$ cat config.mk
export PLATFORM = sky130hd
export DESIGN_NAME = axi_burst_writer_flat
export DESIGN_NICKNAME = d
export VERILOG_FILES = /design/src/rtl/axi_pkg.sv /design/src/rtl/axi_burst_writer_if.sv /design/src/rtl/burst_len_calc.sv /design/src/rtl/axi_burst_writer.sv /design/src/flat_wrapper.sv
export SDC_FILE = /design/constraint.sdc
export NUM_CORES = 1
export LEC_CHECK = 0
export CORE_MARGIN = 2
export CORE_UTILIZATION = 40
export CTS_BUF_LIST = sky130_fd_sc_hd__clkbuf_8
export CTS_CLUSTER_DIAMETER = 40
export DETAILED_ROUTE_END_ITERATION = 10
export GPL_TIMING_DRIVEN = 0
export PLACE_DENSITY = 0.83
export SLEW_MARGIN = 20
export SYNTH_ARGS = -nofsm -noshare
export SYNTH_HDL_FRONTEND = slang
export SYNTH_SLANG_ARGS = --single-unit
export TNS_END_PERCENT = 100
$ cat constraint.sdc
create_clock -name clk -period 3.9 [get_ports clk]
set_input_delay 0.78 -clock clk [delete_from_list [all_inputs] [get_ports clk]]
set_output_delay 0.78 -clock clk [all_outputs]
set_load 0.02 [all_outputs]
$ cat src/rtl/axi_pkg.sv
// Shared AXI encodings and the write-initiator state type.
package axi_pkg;

  localparam logic [1:0] AXI_BURST_INCR = 2'b01;
  localparam logic [2:0] AXI_SIZE_4B    = 3'b010;
  localparam logic [1:0] AXI_RESP_OKAY  = 2'b00;

  typedef enum logic [1:0] {
    ST_IDLE = 2'd0,
    ST_ADDR = 2'd1,
    ST_DATA = 2'd2,
    ST_RESP = 2'd3
  } wr_state_t;

  function automatic logic resp_is_err(input logic [1:0] resp);
    return (resp != AXI_RESP_OKAY);
  endfunction

endpackage

$ cat src/rtl/axi_burst_writer_if.sv
// Command, source-stream, completion and AXI write-channel bundle for axi_burst_writer.
interface axi_burst_writer_if #(
  parameter int ADDR_W = 32,
  parameter int ID_W   = 6,
  parameter int CNT_W  = 16
);
  logic              cmd_valid;
  logic              cmd_ready;
  logic [ADDR_W-1:0] cmd_addr;
  logic [CNT_W-1:0]  cmd_count;

  logic              in_valid;
  logic              in_ready;
  logic [31:0]       in_data;
  logic [3:0]        in_strb;

  logic              done_valid;
  logic              done_err;
  logic              busy;

  logic              m_axi_awvalid;
  logic              m_axi_awready;
  logic [ADDR_W-1:0] m_axi_awaddr;
  logic [7:0]        m_axi_awlen;
  logic [2:0]        m_axi_awsize;
  logic [1:0]        m_axi_awburst;
  logic [ID_W-1:0]   m_axi_awid;
  logic              m_axi_wvalid;
  logic              m_axi_wready;
  logic [31:0]       m_axi_wdata;
  logic [3:0]        m_axi_wstrb;
  logic              m_axi_wlast;
  logic              m_axi_bvalid;
  logic              m_axi_bready;
  logic [1:0]        m_axi_bresp;
  logic [ID_W-1:0]   m_axi_bid;

  // The writer itself: AXI master, command/stream consumer.
  modport master (
    input  cmd_valid, cmd_addr, cmd_count, in_valid, in_data, in_strb,
           m_axi_awready, m_axi_wready, m_axi_bvalid, m_axi_bresp, m_axi_bid,
    output cmd_ready, in_ready, done_valid, done_err, busy,
           m_axi_awvalid, m_axi_awaddr, m_axi_awlen, m_axi_awsize, m_axi_awburst,
           m_axi_awid, m_axi_wvalid, m_axi_wdata, m_axi_wstrb, m_axi_wlast, m_axi_bready
  );

  modport slave (
    output cmd_valid, cmd_addr, cmd_count, in_valid, in_data, in_strb,
           m_axi_awready, m_axi_wready, m_axi_bvalid, m_axi_bresp, m_axi_bid,
    input  cmd_ready, in_ready, done_valid, done_err, busy,
           m_axi_awvalid, m_axi_awaddr, m_axi_awlen, m_axi_awsize, m_axi_awburst,
           m_axi_awid, m_axi_wvalid, m_axi_wdata, m_axi_wstrb, m_axi_wlast, m_axi_bready
  );
endinterface

$ cat src/rtl/burst_len_calc.sv
// Next burst length: min of words remaining, MAX_BURST and words left before the 4 KB boundary.
module burst_len_calc #(
  parameter int CNT_W     = 16,
  parameter int MAX_BURST = 16
) (
  input  logic [CNT_W-1:0] remaining_i,
  input  logic [11:0]      addr_lo_i,
  output logic [8:0]       len_o
);

  localparam int W = (CNT_W > 11) ? CNT_W : 11;

  logic [12:0]  bytes_to_4k_s;
  logic [W-1:0] rem_s;
  logic [W-1:0] bnd_s;
  logic [W-1:0] cap_s;
  logic [W-1:0] min1_s;
  logic [W-1:0] min2_s;
  logic         unused_s;

  // Three-way minimum in a common width; the result never exceeds MAX_BURST (<= 256).
  always_comb begin
    bytes_to_4k_s = 13'd4096 - {1'b0, addr_lo_i};
    rem_s         = W'(remaining_i);
    bnd_s         = W'(bytes_to_4k_s[12:2]);
    cap_s         = W'(MAX_BURST);
    min1_s        = (rem_s < cap_s) ? rem_s : cap_s;
    min2_s        = (min1_s < bnd_s) ? min1_s : bnd_s;
    len_o         = min2_s[8:0];
  end

  assign unused_s = ^{bytes_to_4k_s[1:0], min2_s[W-1:9]};

endmodule

$ cat src/rtl/axi_burst_writer.sv
// Fabric-side AXI4 write initiator: splits a (start address, word count) command into
// 4 KB-safe INCR bursts fed from a valid/ready word stream, one burst outstanding at a time.
module axi_burst_writer
  import axi_pkg::*;
#(
  parameter int ADDR_W    = 32,
  parameter int ID_W      = 6,
  parameter int MAX_BURST = 16,
  parameter int CNT_W     = 16
) (
  input  logic               clk,
  input  logic               rst,
  axi_burst_writer_if.master bus
);

  wr_state_t         state_q, state_d;
  logic [ADDR_W-1:0] addr_q, addr_d;
  logic [CNT_W-1:0]  rem_q, rem_d;
  logic [7:0]        beat_q, beat_d;
  logic [7:0]        awlen_q, awlen_d;
  logic              awvalid_q, awvalid_d;
  logic              err_q, err_d;
  logic              done_q, done_d;
  logic              done_err_q, done_err_d;

  logic [8:0]        len_s;
  logic [8:0]        burst_beats_s;
  logic [10:0]       burst_bytes_s;
  logic              wlast_s;
  logic              unused_s;

  burst_len_calc #(
    .CNT_W     (CNT_W),
    .MAX_BURST (MAX_BURST)
  ) u_len (
    .remaining_i (rem_q),
    .addr_lo_i   (addr_q[11:0]),
    .len_o       (len_s)
  );

  assign burst_beats_s = {1'b0, awlen_q} + 9'd1;
  assign burst_bytes_s = {burst_beats_s, 2'b00};
  assign wlast_s       = (beat_q == awlen_q);

  assign bus.m_axi_awvalid = awvalid_q;
  assign bus.m_axi_awaddr  = addr_q;
  assign bus.m_axi_awlen   = awlen_q;
  assign bus.m_axi_awsize  = AXI_SIZE_4B;
  assign bus.m_axi_awburst = AXI_BURST_INCR;
  assign bus.m_axi_awid    = {ID_W{1'b0}};
  assign bus.done_valid    = done_q;
  assign bus.done_err      = done_err_q;
  assign bus.busy          = (state_q != ST_IDLE);
  assign unused_s          = ^{bus.cmd_addr[1:0], bus.m_axi_bid};

  // Next-state, datapath updates and handshake outputs.
  always_comb begin
    state_d    = state_q;
    addr_d     = addr_q;
    rem_d      = rem_q;
    beat_d     = beat_q;
    awlen_d    = awlen_q;
    awvalid_d  = awvalid_q;
    err_d      = err_q;
    done_d     = 1'b0;
    done_err_d = 1'b0;

    bus.cmd_ready    = 1'b0;
    bus.in_ready     = 1'b0;
    bus.m_axi_wvalid = 1'b0;
    bus.m_axi_wdata  = 32'h0000_0000;
    bus.m_axi_wstrb  = 4'h0;
    bus.m_axi_wlast  = 1'b0;
    bus.m_axi_bready = 1'b0;

    case (state_q)
      ST_IDLE: begin
        bus.cmd_ready = 1'b1;
        if (bus.cmd_valid) begin
          addr_d = {bus.cmd_addr[ADDR_W-1:2], 2'b00};
          rem_d  = bus.cmd_count;
          err_d  = 1'b0;
          if (bus.cmd_count == {CNT_W{1'b0}}) begin
            done_d     = 1'b1;
            done_err_d = 1'b0;
          end else begin
            state_d   = ST_ADDR;
            awvalid_d = 1'b0;
          end
        end else begin
          state_d = ST_IDLE;
        end
      end

      // First ADDR cycle only registers the length; awvalid rises the cycle after.
      ST_ADDR: begin
        if (!awvalid_q) begin
          awlen_d   = 8'(len_s - 9'd1);
          awvalid_d = 1'b1;
        end else if (bus.m_axi_awready) begin
          awvalid_d = 1'b0;
          beat_d    = 8'd0;
          state_d   = ST_DATA;
        end else begin
          awvalid_d = 1'b1;
        end
      end

      ST_DATA: begin
        bus.m_axi_wvalid = bus.in_valid;
        bus.in_ready     = bus.m_axi_wready;
        bus.m_axi_wdata  = bus.in_data;
        bus.m_axi_wstrb  = bus.in_strb;
        bus.m_axi_wlast  = wlast_s;
        if (bus.in_valid && bus.m_axi_wready) begin
          beat_d = beat_q + 8'd1;
          if (wlast_s) begin
            state_d = ST_RESP;
            addr_d  = addr_q + ADDR_W'(burst_bytes_s);
            rem_d   = rem_q - CNT_W'(burst_beats_s);
          end else begin
            state_d = ST_DATA;
          end
        end else begin
          beat_d = beat_q;
        end
      end

      ST_RESP: begin
        bus.m_axi_bready = 1'b1;
        if (bus.m_axi_bvalid) begin
          err_d = err_q | resp_is_err(bus.m_axi_bresp);
          if (rem_q == {CNT_W{1'b0}}) begin
            done_d     = 1'b1;
            done_err_d = err_q | resp_is_err(bus.m_axi_bresp);
            state_d    = ST_IDLE;
          end else begin
            awvalid_d = 1'b0;
            state_d   = ST_ADDR;
          end
        end else begin
          state_d = ST_RESP;
        end
      end

      default: begin
        state_d   = ST_IDLE;
        awvalid_d = 1'b0;
      end
    endcase
  end

  // State and datapath registers; reset abandons any burst in flight.
  always_ff @(posedge clk or posedge rst) begin
    if (rst) begin
      state_q    <= ST_IDLE;
      addr_q     <= {ADDR_W{1'b0}};
      rem_q      <= {CNT_W{1'b0}};
      beat_q     <= 8'd0;
      awlen_q    <= 8'd0;
      awvalid_q  <= 1'b0;
      err_q      <= 1'b0;
      done_q     <= 1'b0;
      done_err_q <= 1'b0;
    end else begin
      state_q    <= state_d;
      addr_q     <= addr_d;
      rem_q      <= rem_d;
      beat_q     <= beat_d;
      awlen_q    <= awlen_d;
      awvalid_q  <= awvalid_d;
      err_q      <= err_d;
      done_q     <= done_d;
      done_err_q <= done_err_d;
    end
  end

endmodule

$ cat src/flat_wrapper.sv
// flat-port wrapper written by rule: the top's interface ports become plain ports
module axi_burst_writer_flat import axi_pkg::*;
#(
  parameter int ADDR_W    = 32,
  parameter int ID_W      = 6,
  parameter int MAX_BURST = 16,
  parameter int CNT_W     = 16
)
  (clk, rst, bus_cmd_valid, bus_cmd_addr, bus_cmd_count, bus_in_valid, bus_in_data, bus_in_strb, bus_m_axi_awready, bus_m_axi_wready, bus_m_axi_bvalid, bus_m_axi_bresp, bus_m_axi_bid, bus_cmd_ready, bus_in_ready, bus_done_valid, bus_done_err, bus_busy, bus_m_axi_awvalid, bus_m_axi_awaddr, bus_m_axi_awlen, bus_m_axi_awsize, bus_m_axi_awburst, bus_m_axi_awid, bus_m_axi_wvalid, bus_m_axi_wdata, bus_m_axi_wstrb, bus_m_axi_wlast, bus_m_axi_bready);
  axi_burst_writer_if #(.ADDR_W(ADDR_W), .ID_W(ID_W), .CNT_W(CNT_W)) bus_i ();
  input  logic clk;
  input  logic rst;
  input wire logic [$bits(bus_i.cmd_valid)-1:0] bus_cmd_valid;
  input wire logic [$bits(bus_i.cmd_addr)-1:0] bus_cmd_addr;
  input wire logic [$bits(bus_i.cmd_count)-1:0] bus_cmd_count;
  input wire logic [$bits(bus_i.in_valid)-1:0] bus_in_valid;
  input wire logic [$bits(bus_i.in_data)-1:0] bus_in_data;
  input wire logic [$bits(bus_i.in_strb)-1:0] bus_in_strb;
  input wire logic [$bits(bus_i.m_axi_awready)-1:0] bus_m_axi_awready;
  input wire logic [$bits(bus_i.m_axi_wready)-1:0] bus_m_axi_wready;
  input wire logic [$bits(bus_i.m_axi_bvalid)-1:0] bus_m_axi_bvalid;
  input wire logic [$bits(bus_i.m_axi_bresp)-1:0] bus_m_axi_bresp;
  input wire logic [$bits(bus_i.m_axi_bid)-1:0] bus_m_axi_bid;
  output wire logic [$bits(bus_i.cmd_ready)-1:0] bus_cmd_ready;
  output wire logic [$bits(bus_i.in_ready)-1:0] bus_in_ready;
  output wire logic [$bits(bus_i.done_valid)-1:0] bus_done_valid;
  output wire logic [$bits(bus_i.done_err)-1:0] bus_done_err;
  output wire logic [$bits(bus_i.busy)-1:0] bus_busy;
  output wire logic [$bits(bus_i.m_axi_awvalid)-1:0] bus_m_axi_awvalid;
  output wire logic [$bits(bus_i.m_axi_awaddr)-1:0] bus_m_axi_awaddr;
  output wire logic [$bits(bus_i.m_axi_awlen)-1:0] bus_m_axi_awlen;
  output wire logic [$bits(bus_i.m_axi_awsize)-1:0] bus_m_axi_awsize;
  output wire logic [$bits(bus_i.m_axi_awburst)-1:0] bus_m_axi_awburst;
  output wire logic [$bits(bus_i.m_axi_awid)-1:0] bus_m_axi_awid;
  output wire logic [$bits(bus_i.m_axi_wvalid)-1:0] bus_m_axi_wvalid;
  output wire logic [$bits(bus_i.m_axi_wdata)-1:0] bus_m_axi_wdata;
  output wire logic [$bits(bus_i.m_axi_wstrb)-1:0] bus_m_axi_wstrb;
  output wire logic [$bits(bus_i.m_axi_wlast)-1:0] bus_m_axi_wlast;
  output wire logic [$bits(bus_i.m_axi_bready)-1:0] bus_m_axi_bready;
  assign bus_i.cmd_valid = bus_cmd_valid;
  assign bus_i.cmd_addr = bus_cmd_addr;
  assign bus_i.cmd_count = bus_cmd_count;
  assign bus_i.in_valid = bus_in_valid;
  assign bus_i.in_data = bus_in_data;
  assign bus_i.in_strb = bus_in_strb;
  assign bus_i.m_axi_awready = bus_m_axi_awready;
  assign bus_i.m_axi_wready = bus_m_axi_wready;
  assign bus_i.m_axi_bvalid = bus_m_axi_bvalid;
  assign bus_i.m_axi_bresp = bus_m_axi_bresp;
  assign bus_i.m_axi_bid = bus_m_axi_bid;
  assign bus_cmd_ready = bus_i.cmd_ready;
  assign bus_in_ready = bus_i.in_ready;
  assign bus_done_valid = bus_i.done_valid;
  assign bus_done_err = bus_i.done_err;
  assign bus_busy = bus_i.busy;
  assign bus_m_axi_awvalid = bus_i.m_axi_awvalid;
  assign bus_m_axi_awaddr = bus_i.m_axi_awaddr;
  assign bus_m_axi_awlen = bus_i.m_axi_awlen;
  assign bus_m_axi_awsize = bus_i.m_axi_awsize;
  assign bus_m_axi_awburst = bus_i.m_axi_awburst;
  assign bus_m_axi_awid = bus_i.m_axi_awid;
  assign bus_m_axi_wvalid = bus_i.m_axi_wvalid;
  assign bus_m_axi_wdata = bus_i.m_axi_wdata;
  assign bus_m_axi_wstrb = bus_i.m_axi_wstrb;
  assign bus_m_axi_wlast = bus_i.m_axi_wlast;
  assign bus_m_axi_bready = bus_i.m_axi_bready;
  axi_burst_writer #(.ADDR_W(ADDR_W), .ID_W(ID_W), .MAX_BURST(MAX_BURST), .CNT_W(CNT_W)) u_core (.clk(clk), .rst(rst), .bus(bus_i));
endmodule
Word-level counts from Yosys, hierarchy flattened
Cells that the tools add are included.

Flip-flop bits (word level): 70. Latch bits: 0. Memory bits (writable): 0. ROM bits: 0. Output and inout port bits: 96. Word-level logic and storage cells: 96. Memories kept: 0.

$add $sub $neg: 6. $mul: 0. Divide/modulo/power cells: 0. Order comparisons: 2. Equality and inequality tests: 13. Shift-type cells: 0. Mux-type cells: 48. Bitwise logic cells: 2. Reductions and logical operators: 16.

Operator list (count): two-way mux 32 bit (4); two-way mux 16 bit (4); one-hot mux 32 bit (2 select lines) (1); adder 32 x 11 -> 32 bit (1); zero test 16 bit (2); two-way mux 8 bit (4); one-hot mux 16 bit (2 select lines) (1); two-way mux 1 bit (22); < comparator 16 x 11 -> 1 bit (1); < comparator 16 x 5 -> 1 bit, second input constant (1); one-hot mux 8 bit (2 select lines) (1); subtractor 16 x 9 -> 16 bit (1); subtractor 13 x 12 -> 13 bit, first input constant (1); two-way mux 2 bit (6); AND reduction 4 bit (3); != test 2 bit, second input constant (5); nonzero test 2 bit (5); adder 8 x 1 -> 9 bit, second input constant (1); adder 8 x 1 -> 8 bit, second input constant (1); equality test 8 bit (1); one-hot mux 2 bit (4 select lines) (1); subtractor 8 x 1 -> 8 bit, second input constant (1); != test 2 x 1 -> 1 bit, second input constant (3); AND reduction 5 bit (1); other kinds (13) (15).

Longest topological paths before layout
Gate-level depths: netlist of run 1.

Depth in word-level cells: 5. Gate-level depth with buffers: 17. Mapped depth without buffers: 17.

By module
From an unflattened synthesis of run 1, not the netlist that was laid out.

Cell total of the unflattened synthesis: 716. Area, all modules: 5928.2 µm².

By module, submodules not included: axi_burst_writer (instances 1, cells each 645, area each 5378.9 µm², seq. area each 1701.6 µm²); burst_len_calc (instances 1, cells each 71, area each 549.3 µm², seq. area each 0.0 µm²).

Worst setup path before layout of run 1
OpenSTA, ideal clock, no wires.

Kind: register -> register. Start point: reg u_core.addr_q[5], in the netlist u_core.bus.m_axi_awaddr[5]. End point: reg u_core.awlen_q[6], in the netlist u_core.bus.m_axi_awlen[6]. Setup time: 0.083 ns. Data arrival time: 3.614 ns. Data required time: 3.817 ns. Path slack: 0.204 ns. Stages on the path, launching flop included: 17. Buffers on the path: 1. Cells stage by stage: dfrtp_1 clkbuf_1 or4_1 nor3_1 nand2_1 xnor2_1 ha_1 and3_1 a221oi_1 o31ai_4 mux2_2 ha_1 nand2_1 a211oi_1 xnor2_1 mux2i_1 o21ai_0.

Cells in the longest elaborated chain, start to end: 4.

RTL lines: from (decl) (RTL line axi_burst_writer.sv:17) `logic [ADDR_W-1:0] addr_q, addr_d;`; from (signal assigned) (RTL line axi_burst_writer.sv:157) `addr_q <= {ADDR_W{1'b0}};`; from (signal assigned) (RTL line axi_burst_writer.sv:167) `addr_q <= addr_d;`; subtractor 13 x 12 -> 13 bit * (RTL line burst_len_calc.sv:23) `bytes_to_4k_s = 13'd4096 - {1'b0, addr_lo_i};`; < comparator 16 x 11 -> 1 bit (RTL line burst_len_calc.sv:28) `min2_s = (min1_s < bnd_s) ? min1_s : bnd_s;`; two-way mux 8 bit * (RTL line burst_len_calc.sv:28); subtractor 8 x 1 -> 8 bit * (RTL line axi_burst_writer.sv:98) `awlen_d = 8'(len_s - 9'd1);`; to (signal assigned) (RTL line axi_burst_writer.sv:170) `awlen_q <= awlen_d;`; to (decl) (RTL line axi_burst_writer.sv:20) `logic [7:0] awlen_q, awlen_d;`.

Every way passes the cells marked *; elsewhere a longest branch is shown, timed or not. A chain may end at the register's enable or synchronous reset.

Worst setup path in the final report of run 1
Start point: reg u_core.addr_q[3], in the netlist u_core.bus.m_axi_awaddr[3]. End point: reg u_core.awlen_q[6], in the netlist u_core.bus.m_axi_awlen[6].

Same word-level chain as after synthesis.

==> impl_metrics.csv, run 1 <==
group,metric,value,unit
status,status,"completed",
route,vias_per_cell,5.66,
layout,n_antenna_cell,0,
layout,drive_above_1_share,7.96,%
route,first_pass_iters,6,
clocking,cts_buffers,9,
clocking,root_buffer,"clkbuf_8",
yosys,synthFlopType,"dfrtp_1",
route,drc_errors,0,
sta,fin_crit,3.74,ns
route,num_vias,6237,
layout,final_common_cell,"clkdlybuf4s50_1",
layout,syn_to_final_growth,39.3,%
sta,fin_worst_skew,0.0113,ns
placement,place_inst,1084,
yosys,synth-edff-count,0,
yosys,synthMuxAreaShare,3.13,%
clocking,clk_pin_slew,0.08,ns
setup_path,r2r_setup_slack,0.16,ns
setup_path,reg2reg_to,"u_core.bus.m_axi_awlen[6]$_DFFE_PP0P_",
setup_path,cp-start-kind,"register",
layout,fin_util,56.8,%
die,die-area,15700,um2
yosys,yosysTopAreaCellShare,28.9,%
sta,worst_pin_slew,0.943,ns
yosys,yosys.area.top_type,"dfrtp_1",
setup_path,crit_slowest_cell,"or3_1",
yosys,synth_area_per_cell,8.29,um2
sta,slew_headroom,36.5,%
setup_path,critical_path.most_common_cell,"o21ai_0",
pwr,ir_worst_vdd,377,uV
sta,finalMaxSlewViolations,0,
placement,gp_congestion,0.955,
yosys,async_flop_share,100,%
sta,finalHoldViolCount,0,
yosys,synth_seq_cells,68,
setup_path,required,4.18,ns
layout,final_cells,1101,
layout,fin_nets,1050,
sta,rsz0062_at_grt,"yes",
layout,final_cell_area,8190,um2
setup_path,critical_path.cell_chain,"or3_1, o31ai_1, o21ai_1, ha_1, a21oi_1, o21ai_0, a221oi_2, o31ai_4, mux2_2, ha_2, nand2_1, a211oi_1, xnor2_1, mux2i_1, o21ai_0",
clocking,holdBufCountCts,0,
die,num_rows,44,
placement,dp_hpwl,14800,um
global_routing,grt_pass1_vias,5883,
clocking,clk_latency,0.36,ns
route,final_antenna_net_count,0,
yosys,syn_inst,709,
yosys,synthAdderAreaFrac,8.55,%
setup_path,slowest_delay,0.54,ns
sta,whs,0.514,ns
pwr,leakage,0.00340,uW
die,coreArea,14400,um2
die,ios,195,
die,die_h,125,um
clocking,htree_levels,3,
die,initial_core_util,40.8,%
route,wl,19000,um
pwr,power_density,837,nW/um2
setup_path,arrival,4.02,ns
yosys,syn_area,5880,um2
die,die_width,125,um
sta,clock.fmax,267,MHz
placement,portBuffers,173,
global_routing,grt_max_degree,42,
yosys,ys_top_cells_by_area,"dfrtp_1 (29%), ha_1 (7.9%), and2_1 (4.6%)",
sta,tns,0,ns
layout,final_cell_mix,"clkdlybuf4s50_1 (173), nand2_1 (69), dfrtp_1 (64)",
clocking,cts_tree,"done",
global_routing,grt_usage,23.5,%
sta,post-route-period-util,95.9,%
yosys,yosys.area_share.simple,26.0,%
yosys,synthXorXnorAreaFrac,6.09,%
yosys,synth_compound_area_share,21.3,%
clocking,cts_buffer_depth,2,
sta,setup_viol,0,
yosys,synth_top_family_by_area,"simple AND/OR/NAND/NOR gates",
route,wl_per_cell,17.3,um
setup_path,worstPathMaxFanout,7,
run,maxCapViolations,0,
setup_path,critPathKind,"reg -> reg",
global_routing,grt_pass1_wl,30200,um
yosys,ys_types,74,
placement,placed_area,7940,um2
setup_path,r2r_start,"u_core.bus.m_axi_awaddr[3]$_DFFE_PP0P_",
global_routing,grt_antenna_before_repair,0,
yosys,yosysSeqAreaShare,28.9,%
yosys,yosysWarnings,0,
setup_path,end_kind,"register",
global_routing,overflow,0,
worst_hold_path,hp-class,"reg -> reg",
setup_path,crit_start,"u_core.bus.m_axi_awaddr[3]$_DFFE_PP0P_",
setup_path,r2r_cells,15,
setup_path,endpoint,"u_core.bus.m_axi_awlen[6]$_DFFE_PP0P_",
clocking,cts_num_sinks,68,
route,drtIter0Drc,596,
[how the worst min path moves through the flow]
stage / startpoint / to / slack (ns) / cells past startpoint
6_report: u_core.err_q$_DFFE_PP0P_ / u_core.bus.done_err$_DFF_PP0_ / 0.51 / 2
5_1_grt: u_core.err_q$_DFFE_PP0P_ / u_core.err_q$_DFFE_PP0P_ / 0.55 / 2
4_1_cts: u_core.err_q$_DFFE_PP0P_ / u_core.bus.done_err$_DFF_PP0_ / 0.52 / 2
3_5_place_dp: u_core.err_q$_DFFE_PP0P_ / u_core.err_q$_DFFE_PP0P_ / 0.50 / 2
3_3_place_gp: u_core.err_q$_DFFE_PP0P_ / u_core.err_q$_DFFE_PP0P_ / 0.49 / 2
2_1_floorplan: u_core.err_q$_DFFE_PP0P_ / u_core.bus.done_err$_DFF_PP0_ / 0.46 / 2
[metal layers]
| layer | global-route usage [%] | wire length [um] |
|---|---|---|
| met5 | 0 | 0 |
| met4 | 7.25 | 523 |
| met3 | 4.75 | 1630 |
| met2 | 38.9 | 8830 |
| met1 | 31.2 | 8050 |
[power by group]
group,leakage (uW),internal [uW],switching (uW)
Clock,0.0000968,293,296
Combinational,0.00249,2110,2590
Sequential,0.000817,1030,543
[critical path, delay by kind of cell, from the launching register on]
family                     cells  cell delay [ns]
and+or+nand+nor                2             0.62
muxes                          2             0.37
DFF                            1             0.46
xor gates and xnor gates       1             0.16
adders and majority gates      2             0.54
AOI/OAI and AO/OA              8             1.52
[layout make-up]
cell class	instances	area (um2)
plain buffers	44	241
multi-input cells	584	3940
clock buffers	9	124
inverters	28	108
clock inverters	7	67.6
fillers	1230	6230
well taps	184	230
flip-flops and latches	68	1710
repair buffers	177	1780
[flip-flops by register name (all words and copies together) (netlist names), 2 cells and up]
signal	cells
u_core.beat_q	8
u_core.state_q	2
u_core.rem_q	16
u_core.bus.m_axi_awaddr	30
u_core.bus.m_axi_awlen	8
[timing repair]
item / 4_1_cts / 5_1_grt
pin swaps: 1 / 3
buffers inserted: 1 / 2
gates resized for setup: 4 / 17
setup endpoints to repair: 41 / 13
[per-stage QoR]
stage / setup WS, ns / power (uW)
2_1_floorplan: 0.204 / 4590
3_3_place_gp: -0.116 / 6030
3_5_place_dp: -0.146 / 6120
4_1_cts: 0.0551 / 6730
5_1_grt: -0.0319 / 7390
6_report: 0.159 / 6860
[Yosys cell counts, types with 20 or more instances]
cell and instances:
xnor2_1 24, clkbuf_1 26, nand3_1 28, inv_1 28
ha_1 37, and2_1 43, nand2_1 69, nor2_1 41
nor3_1 20, o21ai_0 40, a21oi_1 30, dfrtp_1 68
[cells by family after synthesis]
group	after synthesis
buffers and inverters	74
flip-flops	68
AO/OA/AOI/OAI	181
XOR/XNOR	40
other	2
adder cells (fa/ha/maj)	39
multiplexers	18
AND/OR/NAND/NOR	287
(Power assumes the default switching activity.)
==> run 2: changes to the inputs <==
--- a/config.mk
+++ b/config.mk
@@ -12,6 +12,7 @@
 export DETAILED_ROUTE_END_ITERATION = 10
 export GPL_TIMING_DRIVEN = 0
 export PLACE_DENSITY = 0.83
+export SKIP_LAST_GASP = 1
 export SLEW_MARGIN = 20
 export SYNTH_ARGS = -nofsm -noshare
 export SYNTH_HDL_FRONTEND = slang
==> impl_metrics.csv, run 2 (synthesized netlist as in run 1, its figures left out) <==
group,metric,value,unit
route,wl_met3,1630,um
route,first_pass_iters,6,
route,drt-met1-wl,8030,um
route,wl,19100,um
clocking,htree_levels,3,
setup_path,worstPathMaxFanout,9,
sta,worst_pin_slew,0.930,ns
layout,final_cell_mix,"clkdlybuf4s50_1 (173), nand2_1 (69), dfrtp_1 (65)",
route,highest_layer,"met4",
placement,portBuffers,173,
global_routing,grt_usage,23.5,%
layout,drive_above_1_share,7.74,%
setup_path,cp-start-kind,"register",
clocking,cts_buffers,9,
clocking,cts_tree,"done",
sta,post-route-period-util,97.5,%
sta,finalMaxSlewViolations,0,
route,drc_errors,0,
route,vias_per_cell,5.66,
placement,dp_slack,-0.146,ns
die,die-area,15700,um2
clocking,root_buffer,"clkbuf_8",
clocking,holdBufCountCts,0,
setup_path,required,4.18,ns
run,maxCapViolations,0,
sta,fin_worst_skew,0.0105,ns
sta,slew_headroom,37.4,%
placement,gp_congestion,0.955,
setup_path,end_kind,"register",
setup_path,critPathKind,"reg -> reg",
route,drtIter0Drc,585,
pwr,ir_worst_vdd,377,uV
clocking,cts_num_sinks,68,
route,final_antenna_net_count,0,
pwr,power_density,837,nW/um2
global_routing,grt_antenna_before_repair,0,
route,wl_met2,8890,um
worst_hold_path,hp-class,"reg -> reg",
clocking,clk_pin_slew,0.08,ns
die,die_h,125,um
pwr,p_total,6850,uW
sta,setup_slack,0.0956,ns
setup_path,arrival,4.09,ns
layout,fill_cells,1231,
layout,fin_util,56.8,%
sta,fin_crit,3.80,ns
layout,largest_reg_flops,30,
route,num_vias,6236,
sta,finalHoldViolCount,0,
global_routing,grt_max_degree,42,
clocking,cts_buffer_depth,2,
route,wl_per_cell,17.3,um
global_routing,overflow,0,
sta,clock.fmax,263,MHz
sta,rsz0062_at_grt,"yes",
die,coreArea,14400,um2
global_routing,grt_pass1_vias,5883,
die,num_rows,44,
global_routing,grt_pass1_wl,30200,um
layout,syn_to_final_growth,39.2,%
die,initial_core_util,40.8,%
die,die_width,125,um
layout,final_common_cell,"clkdlybuf4s50_1",
layout,n_antenna_cell,0,
sta,setup_viol,0,
layout,fin_nets,1050,
clocking,clk_latency,0.36,ns
die,ios,195,
status,status,"completed",
pwr,leakage,0.00340,uW
placement,dp_hpwl,14800,um
==> run 2: timing repair <==
action | in CTS | in global routing
gates resized for setup | 4 | 15
pin swaps | 1 | 3
setup buffers | 1 | 2
gates cloned | 0 | 0
endpoints found under the setup margin | 41 | 13
==> run 2: layout make-up <==
cell class	count	area, um2	share of cell area (%)
buffer	44	241	2.95
sequential	68	1710	20.8
inverter	28	108	1.31
tap	184	230	2.81
clock inverter	7	67.6	0.825
clock buffer	9	124	1.51
timing repair buffer	177	1780	21.8
multi-input combinational	584	3930	48.0
==> run 2: worst max-delay path, stage by stage, from the launching register on <==
cell,delay [ns]
dfrtp_1,0.49
or4_1,0.63
nor3_2,0.16
nand2_1,0.09
xnor2_1,0.14
ha_1,0.29
and3_1,0.18
a221oi_2,0.34
o31ai_4,0.15
mux2_2,0.27
ha_2,0.23
nand2_1,0.08
a211oi_1,0.27
xnor2_1,0.17
mux2i_1,0.10
o21ai_0,0.14
==> run 2: layer usage <==
metal	vias to the layer above	GRT usage [%]
met5	-	0
met4	0	7.25
met3	39	4.75
met2	326	38.9
met1	2888	31.2
li1	2983	-
==> run 2: metrics by stage <==
step	std cells	instance area (um2)	setup TNS (ns)	hold slack (ns)
final	1101	8190	0	0.514
after global routing	1101	8190	-0.0431	0.548
after CTS	1101	8150	0	0.521
after detailed placement	1084	7940	-0.278	0.500
after global placement	1083	7910	-0.171	0.488
after floorplan	726	5940	0	0.465
==> run 2: path summary, 6_finish.rpt <==
kind,slack (ns),startpoint,cells after the start,to
setup reg to reg,0.1,u_core.bus.m_axi_awaddr[7]$_DFFE_PP0P_,15,u_core.bus.m_axi_awlen[6]$_DFFE_PP0P_
hold / removal,0.51,u_core.err_q$_DFFE_PP0P_,2,u_core.bus.done_err$_DFF_PP0_
hold reg to reg,0.51,u_core.err_q$_DFFE_PP0P_,2,u_core.bus.done_err$_DFF_PP0_
max in group asynchronous,2.58,rst,3,u_core.bus.m_axi_awaddr[4]$_DFFE_PP0P_
setup / recovery,0.1,u_core.bus.m_axi_awaddr[7]$_DFFE_PP0P_,15,u_core.bus.m_axi_awlen[6]$_DFFE_PP0P_
min in group asynchronous,0.75,rst,2,u_core.bus.m_axi_awaddr[15]$_DFFE_PP0P_
==> run 2: power by group <==
group,switching [uW],internal (uW)
Combinational,2590,2100
Sequential,541,1020
Clock,298,293
Total,3430,3420
